--- src/rtl/fp_div_pkg.sv ---
// Shared types, constants and operand classification for the binary32 divider.
package fp_div_pkg;

    localparam int QBITS = 26;
    localparam int BIAS  = 127;

    localparam logic [31:0] QNAN    = 32'h7FC0_0000;
    localparam logic [30:0] INF_MAG = 31'h7F80_0000;

    typedef enum logic [1:0] {
        IDLE,
        SPEC,
        DIV,
        ROUND
    } state_t;

    // Denormals are flushed: any zero exponent counts as zero.
    function automatic logic is_zero(input logic [7:0] exp);
        return exp == 8'd0;
    endfunction

    function automatic logic is_inf(input logic [7:0] exp, input logic [22:0] frac);
        return (exp == 8'hFF) && (frac == 23'd0);
    endfunction

    function automatic logic is_nan(input logic [7:0] exp, input logic [22:0] frac);
        return (exp == 8'hFF) && (frac != 23'd0);
    endfunction

endpackage

--- src/rtl/fp_div_round.sv ---
// Normalise, round-to-nearest-even and range-check a raw quotient; purely combinational.
// No state and no flow control: outputs follow inputs in the same cycle.
module fp_div_round
    import fp_div_pkg::*;
(
    input  logic [QBITS-1:0] q,
    input  logic [24:0]      rem,
    input  logic signed [9:0] e,
    input  logic             sign_r,
    output logic [31:0]      res,
    output logic             overflow,
    output logic             underflow
);

    logic signed [9:0] e_n;
    logic signed [9:0] e_f;
    logic [23:0]       mant;
    logic [23:0]       mant_f;
    logic [24:0]       mant_r;
    logic              guard;
    logic              sticky;
    logic              inc;

    always_comb begin
        if (q[QBITS-1]) begin
            mant   = q[25:2];
            guard  = q[1];
            sticky = q[0] | (|rem);
            e_n    = e;
        end else begin
            mant   = q[24:1];
            guard  = q[0];
            sticky = |rem;
            e_n    = e - 10'sd1;
        end

        inc    = guard & (sticky | mant[0]);
        mant_r = {1'b0, mant} + {24'd0, inc};
        mant_f = mant_r[23:0];
        e_f    = e_n;
        // Rounding carried past the hidden bit: renormalise to 1.0 * 2^(e+1).
        if (mant_r[24]) begin
            mant_f = 24'h80_0000;
            e_f    = e_n + 10'sd1;
        end

        overflow  = (e_f >= 10'sd255);
        underflow = (e_f <= 10'sd0);

        if (overflow) begin
            res = {sign_r, INF_MAG};
        end else if (underflow) begin
            res = {sign_r, 31'd0};
        end else begin
            res = {sign_r, e_f[7:0], mant_f[22:0]};
        end
    end

endmodule

--- src/rtl/fp_div_core.sv ---
// Sequential binary32 divider (restoring, 1 bit/cycle); done 28 cycles after accept, 2 for specials.
// start is only accepted while busy is low; requests during an operation are dropped.
module fp_div_core
    import fp_div_pkg::*;
(
    input  logic        clk,
    input  logic        rst_n,
    input  logic        start,
    input  logic        sign_a,
    input  logic        sign_b,
    input  logic [7:0]  exp_a,
    input  logic [7:0]  exp_b,
    input  logic [23:0] mantis_a,
    input  logic [23:0] mantis_b,
    output logic        busy,
    output logic        done,
    output logic [31:0] result,
    output logic        invalid,
    output logic        div_by_zero,
    output logic        overflow,
    output logic        underflow
);

    state_t state, state_nxt;

    logic [4:0]        cnt;
    logic [24:0]       rem_r;
    logic [23:0]       dvs_r;
    logic [QBITS-1:0]  q_r;
    logic signed [9:0] e_r;
    logic [7:0]        ea_r, eb_r;
    logic              sa_r, sb_r;

    // Results staged here one cycle before being published with done.
    logic        pend;
    logic [31:0] res_pend;
    logic        inv_pend, dbz_pend, ovf_pend, unf_pend;

    logic              accept;
    logic              spec_hit;
    logic [24:0]       diff;
    logic              qbit;
    logic [24:0]       rem_sub;
    logic [24:0]       rem_nxt;
    logic signed [9:0] e_calc;
    logic              sign_r;

    logic        a_nan, a_inf, a_zero, b_nan, b_inf, b_zero;
    logic [31:0] spec_res;
    logic        spec_inv, spec_dbz;

    logic [31:0] rnd_res;
    logic        rnd_ovf, rnd_unf;

    assign busy   = (state != IDLE) | pend;
    assign accept = start & (state == IDLE) & ~pend;
    assign sign_r = sa_r ^ sb_r;

    assign spec_hit = is_nan(exp_a, mantis_a[22:0]) | is_inf(exp_a, mantis_a[22:0]) | is_zero(exp_a)
                    | is_nan(exp_b, mantis_b[22:0]) | is_inf(exp_b, mantis_b[22:0]) | is_zero(exp_b);

    assign e_calc = $signed({2'b00, exp_a}) - $signed({2'b00, exp_b}) + 10'(BIAS);

    assign diff    = rem_r - {1'b0, dvs_r};
    assign qbit    = (rem_r >= {1'b0, dvs_r});
    assign rem_sub = qbit ? diff : rem_r;
    assign rem_nxt = rem_sub << 1;

    always_ff @(posedge clk) begin
        if (!rst_n) begin
            state <= IDLE;
        end else begin
            state <= state_nxt;
        end
    end

    always_comb begin
        state_nxt = state;
        case (state)
            IDLE:    if (accept) state_nxt = spec_hit ? SPEC : DIV;
            SPEC:    state_nxt = IDLE;
            DIV:     if (cnt == 5'(QBITS - 1)) state_nxt = ROUND;
            ROUND:   state_nxt = IDLE;
            default: state_nxt = IDLE;
        endcase
    end

    // Special-case decode works on the captured operands; rem_r still holds mantis_a here.
    always_comb begin
        a_nan  = is_nan(ea_r, rem_r[22:0]);
        a_inf  = is_inf(ea_r, rem_r[22:0]);
        a_zero = is_zero(ea_r);
        b_nan  = is_nan(eb_r, dvs_r[22:0]);
        b_inf  = is_inf(eb_r, dvs_r[22:0]);
        b_zero = is_zero(eb_r);

        spec_res = {sign_r, 31'd0};
        spec_inv = 1'b0;
        spec_dbz = 1'b0;
        if (a_nan | b_nan) begin
            spec_res = QNAN;
            spec_inv = 1'b1;
        end else if ((a_zero & b_zero) | (a_inf & b_inf)) begin
            spec_res = QNAN;
            spec_inv = 1'b1;
        end else if (a_inf) begin
            spec_res = {sign_r, INF_MAG};
        end else if (b_inf) begin
            spec_res = {sign_r, 31'd0};
        end else if (b_zero) begin
            spec_res = {sign_r, INF_MAG};
            spec_dbz = 1'b1;
        end
    end

    fp_div_round u_round (
        .q         (q_r),
        .rem       (rem_r),
        .e         (e_r),
        .sign_r    (sign_r),
        .res       (rnd_res),
        .overflow  (rnd_ovf),
        .underflow (rnd_unf)
    );

    always_ff @(posedge clk) begin
        if (!rst_n) begin
            cnt         <= '0;
            rem_r       <= '0;
            dvs_r       <= '0;
            q_r         <= '0;
            e_r         <= '0;
            ea_r        <= '0;
            eb_r        <= '0;
            sa_r        <= 1'b0;
            sb_r        <= 1'b0;
            pend        <= 1'b0;
            res_pend    <= '0;
            inv_pend    <= 1'b0;
            dbz_pend    <= 1'b0;
            ovf_pend    <= 1'b0;
            unf_pend    <= 1'b0;
            done        <= 1'b0;
            result      <= '0;
            invalid     <= 1'b0;
            div_by_zero <= 1'b0;
            overflow    <= 1'b0;
            underflow   <= 1'b0;
        end else begin
            done <= 1'b0;
            if (pend) begin
                pend        <= 1'b0;
                done        <= 1'b1;
                result      <= res_pend;
                invalid     <= inv_pend;
                div_by_zero <= dbz_pend;
                overflow    <= ovf_pend;
                underflow   <= unf_pend;
            end

            case (state)
                IDLE: begin
                    if (accept) begin
                        rem_r <= {1'b0, mantis_a};
                        dvs_r <= mantis_b;
                        q_r   <= '0;
                        cnt   <= '0;
                        e_r   <= e_calc;
                        ea_r  <= exp_a;
                        eb_r  <= exp_b;
                        sa_r  <= sign_a;
                        sb_r  <= sign_b;
                    end
                end
                DIV: begin
                    rem_r <= rem_nxt;
                    q_r   <= {q_r[QBITS-2:0], qbit};
                    cnt   <= cnt + 5'd1;
                end
                ROUND: begin
                    pend     <= 1'b1;
                    res_pend <= rnd_res;
                    inv_pend <= 1'b0;
                    dbz_pend <= 1'b0;
                    ovf_pend <= rnd_ovf;
                    unf_pend <= rnd_unf;
                end
                SPEC: begin
                    pend     <= 1'b1;
                    res_pend <= spec_res;
                    inv_pend <= spec_inv;
                    dbz_pend <= spec_dbz;
                    ovf_pend <= 1'b0;
                    unf_pend <= 1'b0;
                end
                default: ;
            endcase
        end
    end

endmodule

--- config.mk ---
export PLATFORM = sky130hd
export DESIGN_NAME = fp_div_core
export DESIGN_NICKNAME = d
export VERILOG_FILES = /design/src/rtl/fp_div_pkg.sv /design/src/rtl/fp_div_round.sv /design/src/rtl/fp_div_core.sv
export SDC_FILE = /design/constraint.sdc
export NUM_CORES = 1
export LEC_CHECK = 0
export ABC_AREA = 1
export ABC_CLOCK_PERIOD_IN_PS = 3560
export CAP_MARGIN = 20
export CORE_ASPECT_RATIO = 0.9
export CORE_MARGIN = 5
export CORE_UTILIZATION = 46
export DETAILED_ROUTE_END_ITERATION = 12
export GPL_TIMING_DRIVEN = 0
export PLACE_DENSITY = 0.74
export REMOVE_ABC_BUFFERS = 1
export SETUP_SLACK_MARGIN = 0.1
export SYNTH_ARGS = -nofsm -noshare
export SYNTH_HDL_FRONTEND = slang
export SYNTH_SLANG_ARGS = --single-unit
--- constraint.sdc ---
create_clock -name clk -period 3.56 [get_ports clk]
set_input_delay 0.356 -clock clk [delete_from_list [all_inputs] [get_ports clk]]
set_output_delay 0.356 -clock clk [all_outputs]
set_load 0.05 [all_outputs]
==> run summary, run 1 <==
Starting DRT DRC Count: 917
Filler instances: 2285
Ys flop type: dfxtp_1
Slew @ Worst Pin: 1109 ps
Worst r2r src: state[1]
Via count: 10990
Fraction of layout cells with a size suffix above 1: 5.789%
Post-Route Skew: 13.59 ps
CTS tree: built
CTS sink cnt: 184
CTS max path bufs: 2
CP cell instances: buf_16, clkinvlp_4, nand2_1, clkdlybuf4s50_1
Area after DPL: 0.01216 mm2
Slew headroom: 25.42%
CTS clk-pin slew, worst paths: 80 ps
GRT Util Overall: 21.91%
Pins Over Slew Limit: 0
Die W: 172.1 um
IO Pins: 107
Core box area: 0.02334 mm2
Critical R2R Capture: rem_r[19]
Largest net degree at the start of global routing: 53
Hold-fix buffers, CTS: 0
CP max FO: 35
Final ANT Viol Nets: 0
Storage cell area: 0.003687 mm2
Inserted Diodes: 0
Status: complete, no violations
RSZ-0062 raised after global routing: no
Area of the multi-input gates: 0.006135 mm2
Number of enable flip-flop cells after synthesis: 0
Cells after Synth: 1674
Number of antenna violations at the first check in global routing: 0
Worst EP required: 3200 ps
Async SR Flop Fraction: 0%
Hold Fails Final Rpt: 0
Hold depth: 3
Register bit total from synthesis: 184
Clock root buffer: clkbuf_16
Die area: 0.02682 mm2
Final Worst Setup Slack: 401.1 ps
Worst Setup Start Kind: flop
Power Dens Cells: 502.1 mW/mm2
GRT Residual Overflow: 0
Hold Crit Start: sign_a
TritonRoute pass-1 iters: 5
Crit share post-route: 88.73%
Min Hold Slack: 446.9 ps
Critical path class: reg2out
Final Util: 55.24%
Detailed Route WL: 30260 um
Rows: 53
Worst hold-check path type: in2reg
Yosys warns: 0
Achievable frequency: 316.6 MHz
Avg Inst Size Synth: 6.495 um2
Design Power: 6474 uW
Slowest cell on crit path: clkdlybuf4s50_1
Die height: 155.9 um
P&R area growth vs syn: 18.58%
Most common cell after layout, fill and taps aside: nand2_1
WHS Endpoint: sa_r
Largest stage delay on the critical path: 820 ps
Wirelength per Cell: 14.66 um
Syn Std Cell Area: 0.01087 mm2
Starting density of the core: 46.58%
Finished layout cell area: 0.01289 mm2
Max VDD drop: 0.3211 mV
Via density per instance: 5.324
Period minus WS final: 3159 ps
Post-synthesis sequential area ratio: 33.88%
Clock latency on the worst-skew pair: 440 ps
GPL Wtd Cong: 0.9210
Vias in the first global route: 10030
Crit end category: output port
Port bufs: 106
Final setup fails: 0
Most frequent cells in the layout: nand2_1, inv_1, dfxtp_1, nor2_1, o21ai_0
DRC viols: 0
Reg2reg path depth: 8
Setup slack, reg-to-reg: 460 ps
Fin nets: 1858
Num CTS Buffers: 17
Post-DP HPWL: 21510 um
WP data arrival: 2800 ps
Setup WS pre-CTS: -1257 ps
Leakage: 0.005609 uW
Netlist cell types: 49
H-tree Lvls: 4
Number of max-cap violations: 0
Global-route wire length before repair: 48450 um
## worst max-delay path, delay by kind of cell (launching register included)
family,cells,cell delay [ps]
buffers and inverters,3,1460
flip-flops,1,700
AND/OR/NAND/NOR,1,190
## worst max-delay path by stage
stage	startpoint	to	slack, ps	cells past startpoint
CTS	q_r[25]	res_pend[23]	120	20
global route	q_r[25]	res_pend[1]	170	15
detailed placement	pend	rem_r[20]	-1260	8
floorplan	state[1]	rem_r[12]	-340	8
finish	pend	busy	400	4
global placement	rst_n	e_r[5]	-4730	7
## registers in the layout, indices dropped and copies added, names as in the netlist, 2 cells and up
name,count
eb_r,8
cnt,5
result,32
res_pend,32
dvs_r,24
e_r,10
ea_r,8
q_r,26
rem_r,25
state,2
## metrics by stage
stage	instances	setup TNS (ps)
after floorplan	1611	-13920
after global routing	2064	0
after global placement	2019	-444810
after CTS	2059	0
final	2064	0
after detailed placement	2026	-101220
## report_power, final
group	internal, uW	switching (uW)	leakage (uW)	total (uW)
Combinational	771	1440	0.00381	2210
Clock	1030	956	0.000300	1990
Sequential	2180	93.5	0.00150	2270
Total	3980	2490	0.00561	6470
## logic make-up after synthesis
logic type / count (synthesis) / synth area share (%)
simple gates: 787 / 30.49
compound gates: 353 / 18.15
buf+inv: 280 / 10.32
flops: 184 / 33.88
fa+ha+maj: 40 / 4.741
xor+xnor: 30 / 2.417
## metal layers
layer,track usage (%),share of wire (%)
met1,31.70,49
met2,34.57,44
met3,2.990,5.6
met4,5.576,1.6
met5,0,0
## cell type report
cell class | count | share of cell area, %
timing repair buffer | 116 | 9.578
timing repair inverter | 1 | 0.03882
multi-input combinational | 1212 | 47.58
clock buffer | 18 | 3.406
tap | 302 | 2.931
clock inverter | 14 | 1.417
sequential | 184 | 28.60
inverter | 217 | 6.453
## Yosys cell counts (all sizes together) (4+ instances only)
master | instances | area [um2]
a21o | 7 | 52.55
o221ai | 4 | 35.03
buf | 16 | 130.1
nor3 | 27 | 135.1
ha | 38 | 475.5
nand4 | 36 | 237.7
clkbuf | 47 | 176.4
a21oi | 118 | 590.6
nand3b | 5 | 37.54
o22ai | 16 | 100.1
nand2 | 444 | 1694
xnor2 | 12 | 105.1
xor2 | 18 | 157.7
o21bai | 7 | 52.55
a211oi | 5 | 37.54
nor2 | 195 | 777.0
o211ai | 5 | 37.54
a221oi | 4 | 35.03
nand3 | 67 | 350.3
dfxtp | 184 | 3684
inv | 214 | 803.3
nor4 | 8 | 50.05
o21ai | 170 | 895.9
## timing repair
action                     CTS  global route
pin swaps                    0             3
cloned                       0             3
buffers inserted             1             2
setup endpoints to repair  143            74
gates resized for setup     10             4
(Power assumes the default switching activity.)
==> run 2, diff against run 1 <==
--- a/config.mk
+++ b/config.mk
@@ -7,7 +7,6 @@
 export LEC_CHECK = 0
 export ABC_AREA = 1
 export ABC_CLOCK_PERIOD_IN_PS = 3560
-export CAP_MARGIN = 20
 export CORE_ASPECT_RATIO = 0.9
 export CORE_MARGIN = 5
 export CORE_UTILIZATION = 46
==> run summary, run 2 (same netlist as run 1, synthesis figures left out) <==
Status: complete, no violations
Pins Over Slew Limit: 0 (unchanged)
Starting density of the core: 46.58% (unchanged)
Final TNS setup: 0 ps (unchanged)
DRC viols: 0 (unchanged)
Filler instances: 2360 (+3.3%)
Vias in the first global route: 9914 (-1.2%)
Wirelength per Cell: 14.41 um (-1.7%)
TritonRoute pass-1 iters: 5 (unchanged)
Final setup fails: 0 (unchanged)
GRT Residual Overflow: 0 (unchanged)
Setup slack, reg-to-reg: 380 ps (-80 ps)
Detailed Route WL: 29690 um (-1.9%)
Storage cell area: 0.003689 mm2 (about the same)
Port bufs: 106 (unchanged)
CP max FO: 36 (+2.9%)
GRT Util Overall: 21.78% (-0.13 points)
Largest registers: res_pend: 32 flops, result: 32 flops, q_r: 26 flops
Global-route wire length before repair: 48020 um (-0.88%)
Worst Setup Start Kind: flop
CTS clk-pin slew, worst paths: 80 ps (about the same)
Slew @ Worst Pin: 1152 ps (+42.95 ps)
Largest stage delay on the critical path: 490 ps (-330 ps)
Max VDD drop: 0.3240 mV (+0.90%)
CTS sink cnt: 184 (unchanged)
Number of antenna violations at the first check in global routing: 0 (unchanged)
Worst EP required: 3880 ps (+680 ps)
Fraction of layout cells with a size suffix above 1: 5.799% (+0.0099 points)
Via density per instance: 5.284 (-0.75%)
WP data arrival: 3510 ps (+710 ps)
Most common cell after layout, fill and taps aside: nand2_1
Rows: 53 (unchanged)
Area of the multi-input gates: 0.006132 mm2 (about the same)
Reg2reg path depth: 20 (+12)
Critical path class: reg2reg
Inserted Diodes: 0 (unchanged)
Crit path top cell by count: nand2_1
P&R area growth vs syn: 17.81%
GPL Wtd Cong: 0.9210 (unchanged)
Worst r2r src: q_r[25]
IO Pins: 107 (unchanged)
Min Hold Slack: 442.6 ps (-4.277 ps)
Clock root buffer: clkbuf_16
Fin nets: 1855 (-0.16%)
Final ANT Viol Nets: 0 (unchanged)
WHS Endpoint: sa_r
H-tree Lvls: 4 (unchanged)
Die W: 172.1 um (unchanged)
Core box area: 0.02334 mm2 (unchanged)
Slowest cell on crit path: dfxtp_4
Slew headroom: 22.53% (-2.9 points)
Post-DP HPWL: 21140 um (-1.7%)
Clock latency on the worst-skew pair: 440 ps (about the same)
Die area: 0.02682 mm2 (unchanged)
Starting DRT DRC Count: 877 (-4.4%)
Worst hold-check path type: in2reg
Most frequent cells in the layout: nand2_1, inv_1, dfxtp_1, nor2_1, o21ai_0
Achievable frequency: 314.0 MHz (-0.82%)
Leakage: 0.005561 uW (-0.85%)
CTS tree: built
Period minus WS final: 3185 ps (+26.07 ps)
RSZ-0062 raised after global routing: yes
Power Dens Cells: 496.8 mW/mm2 (-1.1%)
CP cell instances: inv_6, nand2_1, o21ai_1, nor2_2, ha_1, nand3_2, nor2_4, nand3_4, inv_1, nand2_1, nand2_1, inv_2, nor2_1, nand2_1, nor2_2, nand2_1, nand2_4, nor2_1, nor2_1, nor2_1
Post-Route Skew: 15.10 ps (+1.505 ps)
Crit end category: flop
Num CTS Buffers: 17 (unchanged)
Hold Fails Final Rpt: 0 (unchanged)
Die height: 155.9 um (unchanged)
CTS max path bufs: 2 (unchanged)
Hold depth: 3 (unchanged)
Hold Crit Start: sign_a
Largest net degree at the start of global routing: 53 (unchanged)
Crit share post-route: 89.47% (+0.73 points)
Via count: 10890 (-0.89%)
Critical R2R Capture: res_pend[24]
Number of max-cap violations: 0 (unchanged)
[run 2: changes by cell type in the layout (fill, tap and decap cells not counted), sizes merged]
cell | before | now
buf | 11 | 8
clkinv | 8 | 9
bufinv | 1 | 0
clkbuf | 18 | 19
inv | 219 | 218
clkinvlp | 4 | 5
nand3 | 68 | 67
[run 2: layout make-up]
cell class	count	area share (%)
Timing Repair inverter	1	0.03907
Clock inverter	14	1.250
Tap cell	302	2.950
Sequential cell	184	28.79
Timing Repair Buffer	114	9.172
Inverter	217	6.495
Multi-Input combinational cell	1211	47.87
Clock buffer	18	3.428
[run 2: repair_timing]
action	CTS	global route
cloned	1	1
resized for setup	13	3
endpoints found under the setup margin	144	78
setup buffers	1	4
pin swaps	0	2
hold buffers	0	0
[run 2: per-layer routing]
metal  vias up  routed length [um]  global-route usage [%]
met4         0                 337                   4.154
met3        29                1800                   3.547
met1      4962               14570                   31.54
met5         -                   0                       0
met2       308               12980                   34.59
li1       5591                   -                       -
[run 2: worst max-delay path by stage]
stage | start | to | slack, ps | depth (start not counted)
after floorplan | state[1] | rem_r[12] | -340 | 8
after global placement | rst_n | e_r[5] | -4730 | 7
after detailed placement | pend | rem_r[9] | -2010 | 7
after CTS | q_r[25] | res_pend[23] | 110 | 20
after global routing | q_r[25] | res_pend[29] | 80 | 20
final | q_r[25] | res_pend[24] | 380 | 20
[run 2: per-stage QoR]
stage | setup slack [ps] | util, % | power (uW) | cell area (um2) | instances
after floorplan | -343.9 | - | 3824 | 10570 | 1611
after detailed placement | -2009 | 51.75 | 4411 | 12080 | 2022
after CTS | 108.2 | 54.61 | 6343 | 12750 | 2056
after global placement | -4725 | 51.43 | 4373 | 12010 | 2019
final | 375.0 | 54.88 | 6364 | 12810 | 2061
after global routing | 84.49 | 54.88 | 6750 | 12810 | 2061
[run 2: power by group]
group	internal (uW)	switching, uW	total, uW
logic	749	1420	2170
registers	2180	94.0	2270
clock network	962	961	1920
total	3890	2470	6360
[run 2: worst max-delay path, delay by kind of cell, from the launching register on]
| family | cells | cell delay [ps] |
|---|---|---|
| AO/OA/AOI/OAI | 1 | 100 |
| adder cells (fa/ha/maj) | 1 | 250 |
| buffers and inverters | 3 | 360 |
| flip-flops | 1 | 490 |
| AND/OR/NAND/NOR | 15 | 1840 |
